==> config.mk <==
export PLATFORM = sky130hd
export DESIGN_NAME = seq_detector_param
export DESIGN_NICKNAME = d
export VERILOG_FILES = /design/src/rtl/seq_detector_param.sv
export SDC_FILE = /design/constraint.sdc
export NUM_CORES = 1
export LEC_CHECK = 0
export CAP_MARGIN = 25
export CORE_UTILIZATION = 42
export CTS_CLUSTER_SIZE = 30
export DETAILED_ROUTE_END_ITERATION = 16
export GPL_ROUTABILITY_DRIVEN = 0
export PLACE_DENSITY_LB_ADDON = 0.1
export SLEW_MARGIN = 0
export SYNTH_ARGS = -nofsm -noshare
export SYNTH_HDL_FRONTEND = slang
export SYNTH_SLANG_ARGS = --single-unit
==> constraint.sdc <==
create_clock -name i_clk -period 1.54 [get_ports i_clk]
set_input_delay 0.385 -clock i_clk [delete_from_list [all_inputs] [get_ports i_clk]]
set_output_delay 0.385 -clock i_clk [all_outputs]
set_load 0.02 [all_outputs]
==> src/rtl/seq_detector_param.sv <==
// seq_detector_param: serial pattern detector with runtime pattern/mask and overlap select.
// Optional saturating match counter enabled by SEQ_DET_MATCH_CNT_EN.
module seq_detector_param #(
    parameter int               PAT_W     = 4,
    parameter logic [PAT_W-1:0] PAT_INIT  = 4'b1101,
    parameter logic [PAT_W-1:0] MASK_INIT = '1,
    parameter logic             OVL_INIT  = 1'b1,
    parameter int               CNT_W     = 8
) (
    input  logic             i_clk,
    input  logic             i_rst,
    input  logic             i_sequence_in,
    input  logic             i_valid,
    input  logic             i_load,
    input  logic [PAT_W-1:0] i_pattern,
    input  logic [PAT_W-1:0] i_mask,
    input  logic             i_overlap_en,
    output logic             o_detector_out,
    output logic             o_armed,
    output logic [CNT_W-1:0] o_match_count
);
    localparam int FW = $clog2(PAT_W + 1);
    localparam logic [FW-1:0] FULL = FW'(PAT_W);

    typedef enum logic [1:0] {EMPTY, FILLING, ARMED} state_t;

    state_t           state_q, state_d;
    logic [PAT_W-1:0] pat_q, pat_d, mask_q, mask_d, hist_q, hist_d, new_hist;
    logic             ovl_q, ovl_d, det_q, det_d, match;
    logic [FW-1:0]    fill_q, fill_d, new_fill;

    always_comb begin
        pat_d    = pat_q;
        mask_d   = mask_q;
        ovl_d    = ovl_q;
        hist_d   = hist_q;
        fill_d   = fill_q;
        det_d    = 1'b0;
        new_hist = {hist_q[PAT_W-2:0], i_sequence_in};
        new_fill = (fill_q == FULL) ? fill_q : fill_q + 1'b1;
        match    = (new_fill == FULL) && (((new_hist ^ pat_q) & mask_q) == '0) && (mask_q != '0);
        if (i_load) begin
            pat_d  = i_pattern;
            mask_d = i_mask;
            ovl_d  = i_overlap_en;
            hist_d = '0;
            fill_d = '0;
        end else if (i_valid) begin
            hist_d = new_hist;
            fill_d = (match && !ovl_q) ? '0 : new_fill;
            det_d  = match;
        end
        state_d = (fill_d == '0) ? EMPTY : (fill_d == FULL) ? ARMED : FILLING;
    end

    always_ff @(posedge i_clk) begin
        if (i_rst) begin
            pat_q   <= PAT_INIT;
            mask_q  <= MASK_INIT;
            ovl_q   <= OVL_INIT;
            hist_q  <= '0;
            fill_q  <= '0;
            det_q   <= 1'b0;
            state_q <= EMPTY;
        end else begin
            pat_q   <= pat_d;
            mask_q  <= mask_d;
            ovl_q   <= ovl_d;
            hist_q  <= hist_d;
            fill_q  <= fill_d;
            det_q   <= det_d;
            state_q <= state_d;
        end
    end

    assign o_detector_out = det_q;
    assign o_armed        = (state_q == ARMED);

`ifdef SEQ_DET_MATCH_CNT_EN
    logic [CNT_W-1:0] cnt_q, cnt_d;

    // Counts alongside the pulse being set, saturating instead of wrapping.
    always_comb begin
        cnt_d = i_load ? '0 : (det_d && cnt_q != {CNT_W{1'b1}}) ? cnt_q + 1'b1 : cnt_q;
    end

    always_ff @(posedge i_clk) begin
        if (i_rst) cnt_q <= '0;
        else       cnt_q <= cnt_d;
    end

    assign o_match_count = cnt_q;
`else
    assign o_match_count = '0;
`endif
endmodule
**Word-level counts from Yosys, hierarchy flattened**

Cells that the tools add are included.

- Add/sub/neg operators: 1
- Bitwise gates (word level): 3
- Reductions and logical operators: 10
- Mux-type cells: 5
- Equality and inequality tests: 4

Operators by type and width:

| operator | number |
|---|---|
| 3-bit 2-to-1 mux | 4 |
| 3-bit equality test, second input constant | 3 |
| 4-bit AND | 1 |
| 4-bit logical NOT | 1 |
| 4-bit nonzero test | 1 |
| 2-bit OR reduction | 2 |
| 4-bit XOR | 1 |
| 3-bit by 1-bit adder with 3-bit output, second input constant | 1 |
| 1-bit logical AND | 3 |
| 3-bit logical NOT | 1 |
| 3-bit OR reduction | 1 |
| 2-bit equality test, second input constant | 1 |
| 2-bit 2-to-1 mux | 1 |
| 1-bit logical NOT | 1 |
| 1-bit NOT | 1 |

- Bits of input ports: 14
- Output and inout bits: 10
- Register bits after elaboration: 18
- Word-level logic and storage cells: 30

**Depth between registers and ports, before layout**

Gate-level depths: netlist (run 1).

- Depth after elaboration: 11
- Mapped depth: 6
- Gate-level depth less buffers: 6

**Worst setup path after synthesis (run 1)**

OpenSTA, ideal clock, no wires.

- Path kind: reg-to-reg
- Start: register fill_q[0]
- End: register fill_q[2]
- Buffers on the path: 0
- Setup slack: 0.023 ns
- Cell stages (with the launch flop): 7
- Data required time: 1.405 ns
- Arrival time: 1.383 ns
- Library setup time: 0.135 ns
- Period minus slack after synthesis: 1.517 ns
- Path through: dfxtp_1 -> inv_1 -> ha_1 -> nor2b_1 -> mux2i_1 -> a311oi_1 -> a21oi_1

- Longest elaborated chain between the ends: 9
- Elaborated cells between the ends (all ways): 10
- Those cells by class: add/sub (1); eq/ne (2); mux (4); reduce/logical (3)

RTL lines:

| what | line | source |
|---|---|---|
| from (decl) | 30 | `logic [FW-1:0] fill_q, fill_d, new_fill;` |
| from (signal assigned) | 70 | `fill_q <= fill_d;` |
| 3-bit by 1-bit adder with 3-bit output or 3-bit equality test (tied branches) | 40 | `new_fill = (fill_q == FULL) ? fill_q : fill_q + 1'b1;` |
| 3-bit 2-to-1 mux (*) | 40 |  |
| 3-bit equality test | 41 | `match = (new_fill == FULL) && (((new_hist ^ pat_q) & mask_q) == '0) && (mask_q != '0);` |
| 1-bit logical AND (2 in series) | 41 |  |
| 1-bit logical AND | 50 | `fill_d = (match && !ovl_q) ? '0 : new_fill;` |
| 3-bit 2-to-1 mux (*) | 50 |  |
| 3-bit 2-to-1 mux (*) | 48 | `end else if (i_valid) begin` |
| 3-bit 2-to-1 mux (*) | 42 | `if (i_load) begin` |

Every way passes the cells marked *; elsewhere a longest branch is shown, timed or not.
A chain may end at the register's enable or synchronous reset.

**Worst setup path in the final report (run 1)**

- Start: register fill_q[0]
- End: register state_q[1]

- Longest elaborated chain between the ends: 11
- Elaborated cells between the ends (all ways): 14
- Those cells by class: add/sub (1); eq/ne (3); mux (5); reduce/logical (5)

RTL lines:

| what | line | source |
|---|---|---|
| 3-bit by 1-bit adder with 3-bit output or 3-bit equality test (tied branches) | 40 |  |
| 3-bit 2-to-1 mux | 40 |  |
| 3-bit equality test | 41 |  |
| 1-bit logical AND (2 in series) | 41 |  |
| 1-bit logical AND | 50 |  |
| 3-bit 2-to-1 mux | 50 |  |
| 3-bit 2-to-1 mux (*) | 48 |  |
| 3-bit 2-to-1 mux (*) | 42 |  |
| 3-bit equality test or 3-bit logical NOT (tied branches) | 53 | `state_d = (fill_d == '0) ? EMPTY : (fill_d == FULL) ? ARMED : FILLING;` |
| 2-bit 2-to-1 mux or 2-bit OR reduction (tied branches) | -- |  |
| to (signal assigned) | 72 | `state_q <= state_d;` |
| to (decl) | 27 | `state_t state_q, state_d;` |

Marked as above.

==> results of run 1 <==
-- cells by family after synthesis --
logic type,count (synthesis)
DFF,18
xor gates and xnor gates,5
adders and majority gates,2
and+or+nand+nor,27
muxes,6
buffers and inverters,16
AOI/OAI and AO/OA,19
other,1
-- synth_stat cells (2+ instances only) --
library cell and instances:
nand2_1 2, clkbuf_1 2, buf_4 8, nor2_1 10, xor2_1 4, dfxtp_1 18
and2b_1 5, inv_1 3, ha_1 2, buf_6 2, nor2b_1 6, mux2i_1 6
a211o_1 9, a21oi_1 5
-- cells in the final DEF (no fill, tap or decap), drive strengths merged --
| cell | instances |
|---|---|
| mux2i | 6 |
| a311oi | 1 |
| nand2 | 2 |
| a21oi | 6 |
| nor2 | 10 |
| and3 | 1 |
| xor2 | 4 |
| a311o | 1 |
| nor4b | 1 |
| a22oi | 1 |
| and2b | 5 |
| clkdlybuf4s15 | 1 |
| or2 | 1 |
| a221oi | 1 |
| clkbuf | 4 |
| buf | 19 |
| conb | 8 |
| xnor2 | 1 |
| inv | 3 |
| dlygate4sd2 | 1 |
| ha | 2 |
| dfxtp | 18 |
| clkdlybuf4s50 | 13 |
| nor4 | 1 |
| a211o | 9 |
| nor2b | 6 |
-- state kept, by name, summed over array words and instances, names as in the netlist --
signal,cells
mask_q,4
pat_q,4
fill_q,3
hist_q,3
state_q,2
o_detector_out,1
ovl_q,1
-- worst reg2reg max path: stages, from the launching register on --
cell and delay [ps]:
dfxtp_2 350, inv_2 50, ha_4 250, nor2b_2 130
mux2i_2 100, buf_4 150, a211o_1 300, a21oi_2 100
-- routing by layer --
layer | track usage | routed length (µm) | part of all wire
met1 | 0.210 | 806 | 0.45
met2 | 0.280 | 922 | 0.52
met3 | 0.0222 | 39 | 0.022
met4 | 0.111 | 12 | 0.0067
met5 | 0 | 0 | 0
-- stage by stage --
stage | cell area, µm² | worst slack, ps | total power (W) | hold slack [ps] | cells
after CTS | 1190 | 2.48 | 0.000972 | 540 | 153
after global placement | 1150 | -220 | 0.000673 | 505 | 149
after global routing | 1250 | -7.94 | 0.00103 | 567 | 153
after detailed placement | 1150 | -231 | 0.000676 | 515 | 149
final | 1250 | 65.7 | 0.000980 | 541 | 153
after floorplan | 921 | 22.7 | 0.000615 | 480 | 101
-- report_power, final --
group	internal, W	total, W	switching, W
registers	0.000487	0.000500	0.0000138
logic	0.000100	0.000179	0.0000784
clock network	0.000144	0.000301	0.000157
-- layout make-up --
class                      instances  area [µm²]  area share
multi-input combinational         67         510       0.410
sequential                        18         363       0.291
timing repair buffer              34         292       0.234
clock buffer                       4        36.3      0.0291
tap                               27        33.8      0.0271
inverter                           3        11.3     0.00904
-- final timing paths --
| check | startpoint | endpoint | slack (ps) | cells past startpoint |
|---|---|---|---|---|
| worst max register to register | fill_q[0] | state_q[1] | 70 | 7 |
| worst min-delay path | ovl_q | state_q[1] | 540 | 2 |
| worst max-delay path | fill_q[0] | state_q[1] | 70 | 7 |
| worst min register to register | ovl_q | state_q[1] | 540 | 2 |
-- timing repair --
action                     4_1_cts  5_1_grt
buffers inserted                 0        0
gates resized for setup          4       13
setup endpoints to repair        3        5
pin swaps                        0        1
==> results by group, run 1 <==
Power and ir drop
  – Leakage component of the power: 0.542 nW
  – Power density over cell area: 786 nW/µm²
  – Maximum VDD drop: 0.480 mV

Yosys
  – Post-synthesis sequential area ratio: 0.403
  – Fraction of post-synthesis cell area in the top cell type by area: 0.403
  – Count of cell types in the netlist: 26
  – Mux cell area share after synthesis: 0.0671
  – Top flip-flop cell by instance count after synthesis: dfxtp_1
  – Cell types occupying the most area after synthesis: dfxtp_1 (40%), a211o_1 (8.8%), mux2i_1 (6.7%)
  – Number of synthesized flops with an enable pin: 0
  – Area fraction in compound gates after synthesis: 0.165
  – Number of synthesized register bits: 18
  – Gate count after technology mapping: 94
  – Post-Synth XOR/XNOR Area: 0.0490
  – Dominant combinational cell family by area after synthesis: simple AND/OR/NAND/NOR gates
  – Simple logic cell fraction of the synthesized area: 0.165
  – Post-synth top area cell: dfxtp_1
  – Warnings from Yosys: 0
  – Post-synthesis area per instance: 9.52 µm²
  – Async set or reset register ratio after synthesis: 0
  – Mapped cell area: 895 µm²
  – Fraction of the mapped netlist area in adder cells: 0.0280

STA
  – Final setup fails: 0
  – Final critical delay including setup and external delays: 1470 ps
  – Final TNS setup: 0 ps
  – Maximum achievable frequency: 678 MHz
  – Max-slew violation count: 0
  – Clock skew: 1.89 ps
  – Post-route fraction of the period consumed by the critical path: 0.957
  – Fin. Hold Viols: 0

Die
  – Placement row count: 16
  – Chip Width: 48.2 µm
  – Area of the core: 1980 µm²
  – Starting density of the core: 0.451
  – Die outline area: 2320 µm²
  – I/O pin count: 24
  – Die height: 48.2 µm

GRT
  – Pin count of the biggest net entering global routing: 12
  – GRT overflow: 0
  – Overall fraction of global-route tracks in use: 0.171
  – Antenna violations before repair: 0
  – Vias in the first global route: 658
  – Global-route wire length before repair: 2.68 mm

Finish
  – Layout cell share with drive strength beyond 1: 0.286
  – Area growth, synth to finish: 39.3%
  – Number of fill cells in the layout: 177
  – Final net count: 143
  – Antenna diode instance count: 0
  – Core utilization of the finished layout: 0.629

Worst setup path
  – Crit path max-delay family: compound AO/OA/AOI/OAI gates
  – Required time reported for the critical path endpoint: 1780 ps
  – Crit end category: register
  – CP Max Fanout: 3
  – Library cell contributing the largest single delay on the critical path: dfxtp_2
  – Critical path type: register to register
  – Critical path, cell by cell: inv_2, ha_4, nor2b_2, mux2i_2, buf_4, a211o_1, a21oi_2
  – Max stage delay on crit path: 350 ps
  – Critical path buffers and inverters: 2
  – Kind of start point of the critical path: register
  – Worst path arrival time: 1720 ps

Placement
  – Count of input and output buffers: 15
  – Hpwl dp: 1.33 mm

CTS
  – Clk sink count: 18
  – Hold buffers post-CTS: 0
  – Clock transition time at the flip-flop clock pins of the worst setup and hold paths: 110 ps
  – CTS tree: built
  – Total CTS buffers: 3
  – Worst-case clock buffer depth: 2
  – Cell at the root of the clock tree: clkbuf_4
  – Clock latency of the later-clocked register in the worst-skew pair: 290 ps
  – H-Tree Depth: 1

Routing
  – Final wirelength: 1.78 mm
  – Via total after detailed routing: 717
  – Drt first-iter violations: 4
  – Final antenna-violating net count: 0
  – DRC violations left: 0
  – Number of detailed-routing iterations run before antenna repair: 4
  – Vias/cell: 4.69
  – Per-cell routed wire length: 11.6 µm

Outcome
  – Outcome: completed

Flow run
  – Total of max-cap violations: 0

Worst hold path
  – Min-Delay Path Class: register to register
(Power assumes the default switching activity.)
==> run 2, diff against run 1 <==
Settings changed: GPL_ROUTABILITY_DRIVEN 0 to unset, PLACE_DENSITY set to 0.74, PLACE_DENSITY_LB_ADDON 0.1 to unset.
==> results by group, run 2 (synthesis gave the netlist of run 1 again) <==
Outcome
  – Outcome: completed

STA
  – Clock skew: 2.13 ps (+0.235 ps)
  – Post-route fraction of the period consumed by the critical path: 0.968 (+0.0111)
  – Final setup fails: 0 (unchanged)
  – Minimum hold slack: 519 ps (-22.7 ps)
  – Fin. Hold Viols: 0 (unchanged)
  – Final TNS setup: 0 ps (unchanged)
  – Maximum achievable frequency: 671 MHz (-1.1%)
  – Max-slew violation count: 0 (unchanged)
  – Final critical delay including setup and external delays: 1490 ps (+17.1 ps)

CTS
  – H-Tree Depth: 1 (unchanged)
  – Buffers inserted during post-CTS setup optimization: 0 (unchanged)
  – Clock transition time at the flip-flop clock pins of the worst setup and hold paths: 100 ps (about the same)
  – Clock latency of the later-clocked register in the worst-skew pair: 290 ps (about the same)
  – Total CTS buffers: 3 (unchanged)
  – Worst-case clock buffer depth: 2 (unchanged)
  – Clk sink count: 18 (unchanged)
  – Cell at the root of the clock tree: clkbuf_4
  – Hold buffers post-CTS: 0 (unchanged)
  – CTS tree: built

Routing
  – Final wirelength: 1.56 mm (-12%)
  – DRC violations left: 0 (unchanged)
  – Per-cell routed wire length: 10.6 µm (-9.2%)
  – Vias/cell: 4.75 (+1.4%)
  – Total routed wire length on the met1 layer: 688 µm (-15%)
  – Met3 WL: 62 µm (+59%)
  – Number of detailed-routing iterations run before antenna repair: 5 (+1)
  – Final antenna-violating net count: 0 (unchanged)
  – Wire length on met2: 804 µm (-13%)
  – Uppermost layer routed: met4
  – Drt first-iter violations: 7 (+3)
  – Via total after detailed routing: 703 (-2.0%)

Flow run
  – Total of max-cap violations: 0 (unchanged)

Finish
  – Most frequent cells in the layout: dfxtp_1 (16), buf_4 (14), clkdlybuf4s50_1 (13), nor2_1 (9), a211o_1 (9)
  – Largest registers: mask_q (4), pat_q (4)
  – Layout cell share with drive strength beyond 1: 0.240 (-0.0460)
  – Antenna diode instance count: 0 (unchanged)
  – Core utilization of the finished layout: 0.599 (-0.0297)
  – Area growth, synth to finish: 32.7%
  – Most common cell after layout, fill and taps aside: dfxtp_1
  – Final net count: 138 (-3.5%)
  – Number of fill cells in the layout: 172 (-2.8%)

Worst setup path
  – Kind of start point of the critical path: register
  – Required time reported for the critical path endpoint: 1770 ps (about the same)
  – Crit path max-delay family: compound AO/OA/AOI/OAI gates
  – Worst path arrival time: 1720 ps (about the same)
  – Max stage delay on crit path: 350 ps (about the same)
  – Crit end category: register
  – CP Max Fanout: 4 (+1)
  – Critical path, cell by cell: buf_4, ha_2, a21oi_1, a311o_1, a211o_1, a21oi_2
  – Library cell contributing the largest single delay on the critical path: a311o_1
  – R2r endpoint: state_q[1]
  – Critical path buffers and inverters: 1 (-1)
  – Number of cells on the worst reg-to-reg path: 6 (-1)
  – R2r startpoint: fill_q[0]
  – Cell count along the critical path: 6 (-1)
  – Reg-to-reg slack, setup: 50 ps (-20 ps)
  – Critical path type: register to register

Die
  – Area of the core: 1980 µm² (unchanged)
  – I/O pin count: 24 (unchanged)
  – Die outline area: 2320 µm² (unchanged)
  – Die height: 48.2 µm (unchanged)
  – Chip Width: 48.2 µm (unchanged)
  – Starting density of the core: 0.451 (unchanged)
  – Placement row count: 16 (unchanged)

Worst hold path
  – Hold Path Depth: 2 (unchanged)
  – Min-Delay Endpoint: fill_q[1]
  – Worst Min Path Start: fill_q[1]
  – Min-Delay Path Class: register to register

Power and ir drop
  – Maximum VDD drop: 0.585 mV (+22%)
  – Leakage component of the power: 0.521 nW (-3.9%)
  – Total Power: 0.000951 W (-3.0%)
  – Power density over cell area: 801 nW/µm² (+1.8%)

GRT
  – Overall fraction of global-route tracks in use: 0.148 (-0.0235)
  – Antenna violations before repair: 0 (unchanged)
  – Global-route wire length before repair: 2.35 mm (-13%)
  – Pin count of the biggest net entering global routing: 11 (-1)
  – GRT overflow: 0 (unchanged)
  – Vias in the first global route: 580 (-12%)

Placement
  – Routability Congestion: 0.743
  – Count of input and output buffers: 15 (unchanged)
  – Hpwl dp: 1.25 mm (-5.4%)
==> run 2: how the worst max path moves through the flow <==
| stage | to | startpoint | slack, ps |
|---|---|---|---|
| 6_report | state_q[1] | fill_q[0] | 50 |
| 5_1_grt | state_q[1] | fill_q[1] | -20 |
| 4_1_cts | o_detector_out | fill_q[0] | 30 |
| 3_5_place_dp | state_q[1] | i_load | -230 |
| 3_3_place_gp | state_q[1] | i_load | -200 |
| 2_1_floorplan | fill_q[2] | fill_q[0] | 20 |
==> run 2: layout make-up <==
class	count	area (µm²)	share of cell area
multi-input cells	67	490	0.413
flip-flops and latches	18	363	0.306
repair buffers	29	253	0.213
clock buffers	4	36.3	0.0306
well taps	27	33.8	0.0285
inverters	3	11.3	0.00948
==> run 2: worst register-to-register path: cells and delay by family (launching register included) <==
| family | cells | cell delay (ps) |
|---|---|---|
| AOI/OAI and AO/OA | 4 | 760 |
| DFF | 1 | 340 |
| buffers and inverters | 1 | 120 |
| adders and majority gates | 1 | 210 |
==> run 2: metrics by stage <==
stage	cells	setup WS (ps)	cell area [µm²]
CTS	148	31.8	1160
finish	148	48.6	1190
floorplan	101	22.7	921
global route	148	-17.5	1190
detailed placement	144	-229	1110
global placement	144	-201	1110
==> run 2: repair_timing <==
item                                    4_1_cts  5_1_grt
resized for setup                             4        8
endpoints found under the setup margin        5        3
endpoints found under the hold margin         0        0
==> run 2: per-layer routing <==
metal	vias to the layer above	GRT usage
li1	362	-
met1	319	0.173
met2	20	0.256
met3	2	0.0222
met4	0	0.0833
met5	-	0
==> run 2: where the power goes <==
group | leakage [nW] | total [W] | internal (W) | switching [W]
combinational | 0.351 | 0.000166 | 0.0000934 | 0.0000727
sequential | 0.149 | 0.000501 | 0.000486 | 0.0000143
clock | 0.0210 | 0.000284 | 0.000144 | 0.000140
